==> config.mk <==
export PLATFORM = sky130hd
export DESIGN_NAME = iob_ila_dump_ctrl
export DESIGN_NICKNAME = d
export VERILOG_FILES = /design/src/rtl/iob_ila_dump_pkg.sv /design/src/rtl/iob_ila_dump_master.sv /design/src/rtl/iob_ila_dump_ctrl.sv
export SDC_FILE = /design/constraint.sdc
export NUM_CORES = 1
export LEC_CHECK = 0
export CAP_MARGIN = 25
export CORE_ASPECT_RATIO = 1.25
export CORE_UTILIZATION = 39
export CTS_CLUSTER_DIAMETER = 30
export DETAILED_ROUTE_END_ITERATION = 6
export DONT_BUFFER_PORTS = 1
export REMOVE_ABC_BUFFERS = 1
export SYNTH_ARGS = -nofsm -noshare
export SYNTH_HDL_FRONTEND = slang
export SYNTH_SLANG_ARGS = --single-unit
==> constraint.sdc <==
create_clock -name clk_i -period 3.3 [get_ports clk_i]
set_input_delay 0.66 -clock clk_i [delete_from_list [all_inputs] [get_ports clk_i]]
set_output_delay 0.66 -clock clk_i [all_outputs]
set_load 0.02 [all_outputs]
==> src/rtl/iob_ila_dump_pkg.sv <==
// Shared definitions for the ILA dump sequencer: FSM encoding and ILA register map.
// Latency: n/a (constants only).
// Backpressure: n/a.
package iob_ila_dump_pkg;

    localparam int STATE_W = 4;

    localparam logic [STATE_W-1:0] IDLE   = 4'd0;
    localparam logic [STATE_W-1:0] RD_NS  = 4'd1;
    localparam logic [STATE_W-1:0] W_NS   = 4'd2;
    localparam logic [STATE_W-1:0] WR_IDX = 4'd3;
    localparam logic [STATE_W-1:0] WR_SEL = 4'd4;
    localparam logic [STATE_W-1:0] RD_DAT = 4'd5;
    localparam logic [STATE_W-1:0] W_DAT  = 4'd6;
    localparam logic [STATE_W-1:0] PUSH   = 4'd7;
    localparam logic [STATE_W-1:0] FIN    = 4'd8;

    // ILA register map (byte addresses)
    localparam logic [7:0] ILA_INDEX_ADDR  = 8'h10;
    localparam logic [7:0] ILA_SEL_ADDR    = 8'h14;
    localparam logic [7:0] ILA_SAMPLE_ADDR = 8'h18;
    localparam logic [7:0] ILA_NSAMP_ADDR  = 8'h1C;

endpackage

==> src/rtl/iob_ila_dump_master.sv <==
// IOb-Native single-transaction master: one read or write per req, reports accept and completion.
// Latency: request visible the cycle req_i is high; writes complete on accept, reads on rvalid.
// Backpressure: request held until m_ready_i; no new request while a read is outstanding.
module iob_ila_dump_master #(
    parameter int ADDR_W = 8,
    parameter int DATA_W = 32
) (
    input  logic                clk_i,
    input  logic                arst_n_i,
    input  logic                cke_i,
    input  logic                req_i,
    input  logic                we_i,
    input  logic [ADDR_W-1:0]   addr_i,
    input  logic [DATA_W-1:0]   wdata_i,
    output logic                acc_o,
    output logic                done_o,
    output logic [DATA_W-1:0]   rdata_o,
    output logic                m_avalid_o,
    output logic [ADDR_W-1:0]   m_addr_o,
    output logic [DATA_W-1:0]   m_wdata_o,
    output logic [DATA_W/8-1:0] m_wstrb_o,
    input  logic                m_ready_i,
    input  logic                m_rvalid_i,
    input  logic [DATA_W-1:0]   m_rdata_i
);

    logic pend_q, pend_d;

    // Remember the single outstanding read between accept and rvalid
    always_ff @(posedge clk_i or negedge arst_n_i) begin
        if (!arst_n_i) begin
            pend_q <= 1'b0;
        end else if (cke_i) begin
            pend_q <= pend_d;
        end
    end

    // Drive the request and decode accept / completion; avalid is masked while the
    // clock is disabled so the bus never sees a transfer this side cannot record
    always_comb begin
        m_avalid_o = req_i && !pend_q && cke_i;
        m_addr_o   = addr_i;
        m_wdata_o  = wdata_i;
        m_wstrb_o  = (req_i && we_i) ? '1 : '0;
        acc_o      = m_avalid_o && m_ready_i;
        done_o     = (acc_o && we_i) || (pend_q && m_rvalid_i && cke_i);
        rdata_o    = m_rdata_i;
        pend_d     = pend_q;
        if (acc_o && !we_i) begin
            pend_d = 1'b1;
        end else if (pend_q && m_rvalid_i) begin
            pend_d = 1'b0;
        end
    end

endmodule

==> src/rtl/iob_ila_dump_ctrl.sv <==
// ILA readout sequencer: reads N_SAMPLES, then per sample/word writes INDEX, SIGNAL_SELECT, reads SAMPLE_DATA, streams it.
// Latency: first bus request 1 cycle after start_i; 5 cycles per word on a zero-wait bus (4 when INDEX is unchanged).
// Backpressure: bus stalls hold the request stable; stream stalls hold s_* stable and issue no bus traffic.
module iob_ila_dump_ctrl
    import iob_ila_dump_pkg::*;
#(
    parameter int                ADDR_W      = 8,
    parameter int                DATA_W      = 32,
    parameter int                BUFFER_W    = 10,
    parameter int                SEL_W       = 8,
    parameter logic [ADDR_W-1:0] INDEX_ADDR  = ILA_INDEX_ADDR,
    parameter logic [ADDR_W-1:0] SEL_ADDR    = ILA_SEL_ADDR,
    parameter logic [ADDR_W-1:0] SAMPLE_ADDR = ILA_SAMPLE_ADDR,
    parameter logic [ADDR_W-1:0] NSAMP_ADDR  = ILA_NSAMP_ADDR
) (
    input  logic                clk_i,
    input  logic                arst_n_i,
    input  logic                cke_i,
    input  logic                start_i,
    input  logic                abort_i,
    input  logic [SEL_W-1:0]    words_i,
    output logic                busy_o,
    output logic                done_o,
    output logic                m_avalid_o,
    output logic [ADDR_W-1:0]   m_addr_o,
    output logic [DATA_W-1:0]   m_wdata_o,
    output logic [DATA_W/8-1:0] m_wstrb_o,
    input  logic                m_ready_i,
    input  logic                m_rvalid_i,
    input  logic [DATA_W-1:0]   m_rdata_i,
    output logic                s_valid_o,
    output logic [DATA_W-1:0]   s_data_o,
    output logic                s_last_o,
    input  logic                s_ready_i
);

    logic [STATE_W-1:0]  state_q, state_d;
    logic [SEL_W-1:0]    wcnt_q, wcnt_d;
    logic [SEL_W-1:0]    sel_q, sel_d;
    logic [BUFFER_W-1:0] n_q, n_d;
    logic [BUFFER_W-1:0] idx_q, idx_d;
    logic [DATA_W-1:0]   data_q, data_d;
    logic                abort_q, abort_d;

    logic                busy, abt, last_sel, last_idx, s_hs;
    logic                mst_req, mst_we, mst_acc, mst_done;
    logic [ADDR_W-1:0]   mst_addr;
    logic [DATA_W-1:0]   mst_wdata, mst_rdata;

    assign busy     = (state_q != IDLE) && (state_q != FIN);
    assign abt      = abort_q || (busy && abort_i);
    assign last_sel = (sel_q == wcnt_q - SEL_W'(1));
    assign last_idx = (idx_q == n_q - BUFFER_W'(1));
    assign s_hs     = s_valid_o && s_ready_i;

    iob_ila_dump_master #(
        .ADDR_W (ADDR_W),
        .DATA_W (DATA_W)
    ) u_master (
        .clk_i      (clk_i),
        .arst_n_i   (arst_n_i),
        .cke_i      (cke_i),
        .req_i      (mst_req),
        .we_i       (mst_we),
        .addr_i     (mst_addr),
        .wdata_i    (mst_wdata),
        .acc_o      (mst_acc),
        .done_o     (mst_done),
        .rdata_o    (mst_rdata),
        .m_avalid_o (m_avalid_o),
        .m_addr_o   (m_addr_o),
        .m_wdata_o  (m_wdata_o),
        .m_wstrb_o  (m_wstrb_o),
        .m_ready_i  (m_ready_i),
        .m_rvalid_i (m_rvalid_i),
        .m_rdata_i  (m_rdata_i)
    );

    // State and datapath registers; everything freezes while cke_i is low
    always_ff @(posedge clk_i or negedge arst_n_i) begin
        if (!arst_n_i) begin
            state_q <= IDLE;
            wcnt_q  <= '0;
            sel_q   <= '0;
            n_q     <= '0;
            idx_q   <= '0;
            data_q  <= '0;
            abort_q <= 1'b0;
        end else if (cke_i) begin
            state_q <= state_d;
            wcnt_q  <= wcnt_d;
            sel_q   <= sel_d;
            n_q     <= n_d;
            idx_q   <= idx_d;
            data_q  <= data_d;
            abort_q <= abort_d;
        end
    end

    // Next-state and counter updates; an abort lets the in-flight bus transfer finish first
    always_comb begin
        state_d = state_q;
        wcnt_d  = wcnt_q;
        sel_d   = sel_q;
        n_d     = n_q;
        idx_d   = idx_q;
        data_d  = data_q;
        case (state_q)
            IDLE: begin
                if (start_i) begin
                    wcnt_d  = (words_i == '0) ? SEL_W'(1) : words_i;
                    idx_d   = '0;
                    sel_d   = '0;
                    state_d = RD_NS;
                end
            end
            RD_NS:  if (mst_acc) state_d = W_NS;
            W_NS: begin
                if (mst_done) begin
                    if (abt) begin
                        state_d = IDLE;
                    end else begin
                        n_d     = mst_rdata[BUFFER_W-1:0];
                        state_d = (mst_rdata[BUFFER_W-1:0] == '0) ? FIN : WR_IDX;
                    end
                end
            end
            WR_IDX: if (mst_acc) state_d = abt ? IDLE : WR_SEL;
            WR_SEL: if (mst_acc) state_d = abt ? IDLE : RD_DAT;
            RD_DAT: if (mst_acc) state_d = W_DAT;
            W_DAT: begin
                if (mst_done) begin
                    if (abt) begin
                        state_d = IDLE;
                    end else begin
                        data_d  = mst_rdata;
                        state_d = PUSH;
                    end
                end
            end
            PUSH: begin
                if (abt) begin
                    state_d = IDLE;
                end else if (s_hs) begin
                    if (!last_sel) begin
                        sel_d   = sel_q + SEL_W'(1);
                        state_d = WR_SEL;
                    end else if (!last_idx) begin
                        sel_d   = '0;
                        idx_d   = idx_q + BUFFER_W'(1);
                        state_d = WR_IDX;
                    end else begin
                        state_d = FIN;
                    end
                end
            end
            FIN:     state_d = IDLE;
            default: state_d = IDLE;
        endcase
        abort_d = (state_d == IDLE) ? 1'b0 : abt;
    end

    // Outputs decoded from the current state
    always_comb begin
        mst_req   = 1'b0;
        mst_we    = 1'b0;
        mst_addr  = '0;
        mst_wdata = '0;
        s_valid_o = 1'b0;
        s_last_o  = 1'b0;
        done_o    = 1'b0;
        busy_o    = busy;
        s_data_o  = data_q;
        case (state_q)
            RD_NS: begin
                mst_req  = 1'b1;
                mst_addr = NSAMP_ADDR;
            end
            WR_IDX: begin
                mst_req   = 1'b1;
                mst_we    = 1'b1;
                mst_addr  = INDEX_ADDR;
                mst_wdata = DATA_W'(idx_q);
            end
            WR_SEL: begin
                mst_req   = 1'b1;
                mst_we    = 1'b1;
                mst_addr  = SEL_ADDR;
                mst_wdata = DATA_W'(sel_q);
            end
            RD_DAT: begin
                mst_req  = 1'b1;
                mst_addr = SAMPLE_ADDR;
            end
            PUSH: begin
                s_valid_o = cke_i;
                s_last_o  = last_sel && last_idx;
            end
            FIN:     done_o = 1'b1;
            default: ;
        endcase
    end

endmodule

Word-level counts from Yosys, hierarchy flattened
Index checks and enable logic that the tools add are counted.
- logic and storage cells: 102
- output and inout port bits: 81
- register bits: 74
- add/subtract/negate cells: 4
- equality and inequality tests: 17
- reductions and logical operators: 31
- bitwise gates (word level): 1
- mux-type cells: 41
- operators with widths (operator ; number):
    4-bit 2-to-1 mux ; 14
    10-bit 2-to-1 mux ; 5
    8-bit 2-to-1 mux ; 6
    10-bit case mux with 2 select lines ; 2
    4-bit case mux with 8 select lines ; 1
    5-bit case mux with 4 select lines ; 1
    4-bit by 3-bit == test with 1-bit output (second input constant) ; 4
    8-bit case mux with 2 select lines ; 1
    1-bit logical AND ; 12
    10-bit by 1-bit adder with 10-bit output (second input constant) ; 1
    10-bit == test ; 1
    10-bit zero test ; 1
    2-bit != test (second input constant) ; 5
    10-bit by 1-bit subtractor with 10-bit output (second input constant) ; 1
    3-bit 2-to-1 mux ; 3
    8-bit by 1-bit adder with 8-bit output (second input constant) ; 1
    4-bit by 2-bit == test with 1-bit output (second input constant) ; 2
    8-bit == test ; 1
    4-bit zero test ; 2
    8-bit zero test ; 1
    1-bit 2-to-1 mux ; 8
    4-bit AND reduction ; 2
    8-bit by 1-bit subtractor with 8-bit output (second input constant) ; 1
    7-bit AND reduction ; 1
    14 further kinds ; 17

Longest topological paths before layout
Gate-level depths: netlist of run 1.
- depth after elaboration: 12
- mapped depth: 11
- gate-level depth less buffers: 10

Cells and area by module
From an unflattened synthesis of run 1, not the netlist that was laid out.
- cell total of the unflattened synthesis: 487
- area total of the unflattened synthesis: 4842.1 µm²
- by module, submodules not included (module ; area an instance (µm²) ; cells an instance ; sequential area each (µm²) ; times used):
    iob_ila_dump_ctrl ; 4189.0 ; 401 ; 1826.8 ; 1
    iob_ila_dump_master ; 653.1 ; 86 ; 25.0 ; 1

Least setup slack after synthesis of run 1
Ideal clock, no wire load.
- kind: reg2out
- start: reg n_q[0]
- end: out s_last_o
- required time: 2.640 ns
- buffers on the path: 0
- cell stages (with the launch flop): 9
- data arrival time: 2.299 ns
- setup slack: 0.341 ns
- path through: dfrtp_1 -> inv_1 -> ha_1 -> nor2b_1 -> a31oi_1 -> nor4_1 -> o211ai_1 -> or3_4 -> nor3_1
- longest elaborated chain between the ends: 4
- RTL lines (item ; RTL line ; source):
    from (decl) ; iob_ila_dump_ctrl.sv:40 ; logic [BUFFER_W-1:0] n_q, n_d;
    from (signal assigned) ; iob_ila_dump_ctrl.sv:93 ; n_q <= n_d;
    10-bit by 1-bit subtractor with 10-bit output ; iob_ila_dump_ctrl.sv:53 ; assign last_idx = (idx_q == n_q - BUFFER_W'(1));
    10-bit == test ; iob_ila_dump_ctrl.sv:53 ;
    1-bit logical AND ; iob_ila_dump_ctrl.sv:197 ; s_last_o = last_sel && last_idx;
    1-bit 2-to-1 mux ; iob_ila_dump_ctrl.sv:174 ; case (state_q)
    to (decl) ; iob_ila_dump_ctrl.sv:33 ; output logic s_last_o,
No other way between the ends.

Worst setup path after layout of run 1
- start: reg n_q[3]
- end: out s_last_o
Same word-level chain as after synthesis.

==> summary.md, run 1 <==
| Metric | Value |
|---|---|
| Status | finished clean |
| Hold crit path type | input pin to async pin |
| Slowest stage delay, CP | 470 ps |
| Die W | 97.1 um |
| RSZ-0062 raised after global routing | false |
| Synth Register Bits | 74 |
| Root buffer cell | clkbuf_16 |
| Post-Synthesis Cell Area | 4410 um2 |
| Die height | 121 um |
| Antenna violation net count after detailed routing | 0 |
| Residual DRC | 0 |
| Cell taking the most area after synthesis | dfrtp_1 |
| Slew HR | 50.6% |
| Slowest-stage cell, CP | dfrtp_1 |
| Syn_area_per_cell | 9.78 um2 |
| First-pass GRT wire length | 16.6 mm |
| Input/output buffers | 0 |
| Final WL | 10.0 mm |
| Layout cells sized above 1 | 19.2% |
| Max FO, Critical Path | 7 |
| GRT Util Overall | 17.7% |
| Layout Nets | 500 |
| Filler Cell Count | 1038 |
| Top post-synthesis cells by area | dfrtp_1 42%, mux2_2 11%, buf_4 5.6% |
| Clock Latency Late Sink | 330 ps |
| Top Ports | 129 |
| CTS Sinks | 74 |
| Number of synthesized flops with an enable pin | 0 |
| Final design utilization | 43.5% |
| Critical path class | flop to output port |
| Row count | 43 |
| Worst-path clk slew | 60 ps |
| Fin. max-slew vios | 0 |
| Leak | 2.16 nW |
| Critical path required time | 2640 ps |
| Worst Setup End Kind | output port |
| Seq/Total Area, Yosys | 42.0% |
| Crit path time final | 3160 ps |
| Flop2flop setup slack | 580 ps |
| FF-to-FF path depth | 8 |
| Avg WL per Cell | 17.1 um |
| H-tree levels | 3 |
| CTS tree | built |
| Main synth FF type | dfrtp_1 |
| Hpwl dp | 7.32 mm |
| Vias per Instance | 5.65 |
| GRT Residual Overflow | 0 |
| Tcrit/Tclk final | 95.7% |
| Reg2Reg Launch Point | n_q[3] |
| Least-Margin Pin Slew | 735 ps |
| Syn Inst Count | 451 |
| CTS Buf Count | 9 |
| Via total after detailed routing | 3320 |
| Startpoint types | flop |
| Gp weighted congestion | 0.925 |
| Antenna diode count | 0 |
| Worst Skew | 7.19 ps |
| Synth top area share | 42.0% |
| Arrival time at the worst endpoint | 2500 ps |
| Number of antenna violations at the first check in global routing | 0 |
| Synth cell types | 57 |
| Number of max-cap violations | 0 |
| First-pass DRT Iterations | 4 |
| Power Dens Cells | 696 nW/um2 |
| Die ar. | 11700 um2 |
| Most frequent cells in the layout | 74 x dfrtp_1, 45 x nand2_1, 43 x mux2_2 |
| Initial Utilization | 40.0% |
| Hold Fails Final Rpt | 0 |
| Commonest non-fill, non-tap cell in the layout | dfrtp_1 |
| Number of global-route vias before repair | 3301 |
| Final setup violation count | 0 |
| Synthesis warning total | 0 |
| Async SR Flop Fraction | 100% |
| RR Endpoint | sel_q[5] |
| Setup TNS | 0 ps |
| Worst path cell trace | nor4_4, nand2_1, mux2i_1, o311a_1, or3_4, nor3_4, buf_6 |
| Highest Clock Rate | 0.317 GHz |
| CTS Buffer Depth | 2 |
| Largest net degree at the start of global routing | 75 |
| Cts hold-fix bufs | 0 |
| Max IR drop VDD | 0.533 mV |
| Starting DRT DRC Count | 193 |
| Synth-to-Final Area Change | 8.71% |
| Core area | 11000 um2 |
-- per-layer routing --
layer	routed length [um]	track usage, %
met3	928	5.53
met4	136	5.69
met5	0	0
met1	4220	21.7
met2	4760	29.5
-- worst max-delay path, delay by kind of cell (launching register included) --
family | cells | cell delay (ps)
muxes | 1 | 140
and+or+nand+nor | 4 | 1030
AOI/OAI and AO/OA | 1 | 370
buffers and inverters | 1 | 140
DFF | 1 | 470
-- worst max path at each step --
| stage | start | end | slack [ps] | cells after the start |
|---|---|---|---|---|
| after detailed placement | n_q[0] | s_last_o | 130 | 9 |
| after global placement | n_q[0] | s_last_o | 260 | 9 |
| after floorplan | state_q[2] | m_addr_o[4] | 40 | 5 |
| after CTS | n_q[3] | s_last_o | 20 | 7 |
| after global routing | n_q[0] | s_last_o | 8 | 9 |
| final | n_q[3] | s_last_o | 140 | 7 |
-- through the flow --
stage / total power, mW / std cells / cell area (um2) / worst slack, ps / hold WS, ps
2_1_floorplan: 1.96 / 427 / 4180 / 43.8 / 364
3_3_place_gp: 2.17 / 570 / 4410 / 263 / 366
3_5_place_dp: 2.20 / 570 / 4410 / 131 / 366
4_1_cts: 3.35 / 586 / 4770 / 19.9 / 6.69
5_1_grt: 3.53 / 588 / 4800 / 7.95 / 3.50
6_report: 3.34 / 588 / 4800 / 143 / 18.2
-- what timing repair did --
item,in CTS,in global routing
gates resized for setup,3,3
setup endpoints to repair,1,1
buffers inserted,0,2
pin swaps,0,4
-- kinds of logic after synthesis --
group	count (synthesis)	synth area share (%)
other	1	0.0850
flip-flops	74	42.0
multiplexers	49	12.3
AND/OR/NAND/NOR	164	20.1
adder cells (fa/ha/maj)	4	1.13
AO/OA/AOI/OAI	74	11.7
buffers and inverters	66	8.82
XOR/XNOR	19	3.77
-- layout make-up --
cell class              instances  area [um2]  share of cell area (%)
multi-input cells             337        2290                    47.8
flip-flops and latches         74        1850                    38.6
clock buffers                  10         229                    4.77
inverters                      16        60.1                    1.25
clock inverters                 6         115                    2.40
repair buffers                 10        78.8                    1.64
well taps                     135         169                    3.52
-- sequential cells by signal (all words and copies together), names as in the netlist --
register and count:
state_q 4, s_data_o 32, wcnt_q 8, abort_q 1, n_q 10, idx_q 10
sel_q 8, u_master.pend_q 1
-- cell usage after synthesis, types with 2 or more instances --
cell type,n
clkbuf_1,13
a221o_1,2
nand4_1,9
o31ai_1,7
xor2_1,3
ha_1,4
dfrtp_1,74
or4_1,7
o21a_1,3
nor3_2,4
buf_4,33
buf_6,2
nand2_1,45
a31oi_1,6
nor4_1,6
nor4_4,2
nand3b_1,3
xnor2_1,16
nand3_1,12
mux2_2,43
o21ai_1,3
and3_1,3
mux2i_1,6
or3_1,8
o311a_1,2
inv_1,15
o21ai_0,11
nor2_1,33
a21oi_1,18
o211ai_1,4
nor2b_1,3
nor3b_1,3
nor3_1,9
buf_2,2
a22oi_1,8
a21boi_0,2
nand2b_1,7
-- where the power goes --
| part | total (mW) | internal, mW | switching [mW] |
|---|---|---|---|
| Clock | 1.14 | 0.742 | 0.394 |
| Combinational | 1.00 | 0.409 | 0.594 |
| Sequential | 1.20 | 1.01 | 0.190 |
No activity file was read; power rests on OpenSTA's default activity.
==> run 2: changes to the inputs <==
- DONT_BUFFER_PORTS: 1 -> default
- PLACE_DENSITY: default -> 0.68
==> summary.md, run 2 (synthesis gave the netlist of run 1 again) <==
| Metric | Value |
|---|---|
| Status | finished clean |
| Starting DRT DRC Count | 198 (+2.6%) |
| Core area | 11000 um2 (unchanged) |
| Critical path required time | 2640 ps (about the same) |
| Input/output buffers | 101 (+101) |
| Commonest non-fill, non-tap cell in the layout | clkdlybuf4s50_1 |
| Final WL | 10.8 mm (+7.6%) |
| GRT Residual Overflow | 0 (unchanged) |
| RSZ-0062 raised after global routing | false |
| Number of max-cap violations | 0 (unchanged) |
| Die ar. | 11700 um2 (unchanged) |
| Final design utilization | 53.5% (+10 points) |
| Worst Skew | 6.59 ps (-0.603 ps) |
| Highest Clock Rate | 0.317 GHz (about the same) |
| CTS Buf Count | 9 (unchanged) |
| WL met3 | 747 um (-20%) |
| GRT Util Overall | 19.4% (+1.8 points) |
| Antenna violation net count after detailed routing | 0 (unchanged) |
| Vias per Instance | 5.28 (-6.5%) |
| Critical path class | flop to output port |
| Die W | 97.1 um (unchanged) |
| Met2 routed WL | 5.24 mm (+10%) |
| Via total after detailed routing | 3715 (+12%) |
| Top sig layer | met4 |
| Max FO, Critical Path | 5 (-2) |
| Row count | 43 (unchanged) |
| CTS Buffer Depth | 2 (unchanged) |
| H-tree levels | 3 (unchanged) |
| Largest net degree at the start of global routing | 75 (unchanged) |
| Routed length on met1 | 4.60 mm (+9.2%) |
| Residual DRC | 0 (unchanged) |
| First-pass GRT wire length | 18.3 mm (+11%) |
| Gp weighted congestion | 0.886 (-4.1%) |
| Most frequent cells in the layout | 99 x clkdlybuf4s50_1, 74 x dfrtp_1, 45 x nand2_1 |
| Avg WL per Cell | 15.3 um (-10%) |
| Least-Margin Pin Slew | 694 ps (-41.0 ps) |
| Initial Utilization | 40.0% (unchanged) |
| Leak | 2.60 nW (+20%) |
| Tcrit/Tclk final | 95.7% (about the same) |
| Post-CTS setup buffer count | 0 (unchanged) |
| Antenna diode count | 0 (unchanged) |
| Power Dens Cells | 601 nW/um2 (-14%) |
| Number of antenna violations at the first check in global routing | 0 (unchanged) |
| Slew HR | 53.8% (+3.2 points) |
| Hold Fails Final Rpt | 0 (unchanged) |
| Root buffer cell | clkbuf_16 |
| Worst-path clk slew | 60 ps (about the same) |
| First-pass DRT Iterations | 4 (unchanged) |
| Cts hold-fix bufs | 0 (unchanged) |
| Layout cells sized above 1 | 18.3% (-0.93 points) |
| Clock Latency Late Sink | 340 ps (about the same) |
| Fin. max-slew vios | 0 (unchanged) |
| Synth-to-Final Area Change | 33.7% |
| Number of global-route vias before repair | 3871 (+17%) |
| Die height | 121 um (unchanged) |
| Max FFs per register | 32 (unchanged) |
| Layout Nets | 616 (+23%) |
| Arrival time at the worst endpoint | 2500 ps (about the same) |
| Max IR drop VDD | 0.585 mV (+9.7%) |
| Final setup violation count | 0 (unchanged) |
| CTS tree | built |
| Crit path time final | 3160 ps (+0.908 ps) |
| CTS Sinks | 74 (unchanged) |
| Startpoint types | flop |
| Worst Setup End Kind | output port |
| Top Ports | 129 (unchanged) |
| Hpwl dp | 8.01 mm (+9.4%) |
| Hold crit path type | input pin to async pin |
| WHS | 339 ps (+321 ps) |
-- run 2: cell count changes in the layout (fill, tap and decap cells not counted), sizes merged --
cell	previous run	this run
clkdlybuf4s50	0	99
clkinv	2	3
bufinv	3	2
buf	10	27
-- run 2: worst max-delay path, stage by stage, from the launching register on --
cell and delay, ps:
dfrtp_1 340, inv_1 50, ha_1 200, nor2b_4 140, buf_4 140, a221o_1 350, o311ai_1 80, nor2_1 120
or3_4 360, nor3_2 190, buf_4 170
-- run 2: power by group --
group | total (mW) | leakage, nW | internal [mW] | switching (mW)
logic | 1.30 | 1.43 | 0.620 | 0.678
registers | 1.17 | 1.01 | 1.01 | 0.160
clock network | 1.08 | 0.159 | 0.684 | 0.393
total | 3.54 | 2.60 | 2.31 | 1.23
-- run 2: layout make-up --
class | instances | area, um2
fillers | 986 | 5130
multi-input cells | 337 | 2280
flip-flops and latches | 74 | 1850
repair buffers | 126 | 1200
clock buffers | 10 | 239
well taps | 135 | 169
clock inverters | 6 | 90.1
inverters | 16 | 60.1
-- run 2: through the flow --
stage / setup WS (ps) / area [um2] / power, mW / setup TNS [ps] / cells
floorplan: 43.8 / 4180 / 1.96 / 0 / 427
global placement: -34.2 / 5560 / 2.44 / -34.2 / 688
detailed placement: -114 / 5560 / 2.46 / -114 / 688
CTS: 72.4 / 5890 / 3.56 / 0 / 704
global route: 6.65 / 5900 / 3.75 / 0 / 704
finish: 142 / 5900 / 3.54 / 0 / 704
-- run 2: path summary, 6_finish.rpt --
path	end	slack, ps	startpoint	cells past startpoint
hold reg to reg	s_data_o[23]	500	s_data_o[23]	1
min in group clk_i	s_data_o[23]	500	s_data_o[23]	1
max in group asynchronous	wcnt_q[2]	2640	arst_n_i	2
setup reg to reg	sel_q[7]	500	n_q[0]	12
setup / recovery	s_last_o	140	n_q[0]	10
hold / removal	s_data_o[2]	340	arst_n_i	2
-- run 2: routing by layer --
layer  global-route usage, %  vias up
met5                       0        -
met4                    7.28        0
met3                    5.88       19
met2                    33.6      139
met1                    22.7     1778
li1                        -     1779
-- run 2: timing repair --
action                     in CTS  in global routing
resized for setup               7                  3
gates cloned                    0                  0
pin swaps                       0                  1
setup endpoints to repair       1                  2
==> run 3: changes to the inputs <==
- CTS_CLUSTER_DIAMETER: 30 -> 50
==> results of run 3 <==
No change in the layout: final DEF, timing and power equal those of run 2.
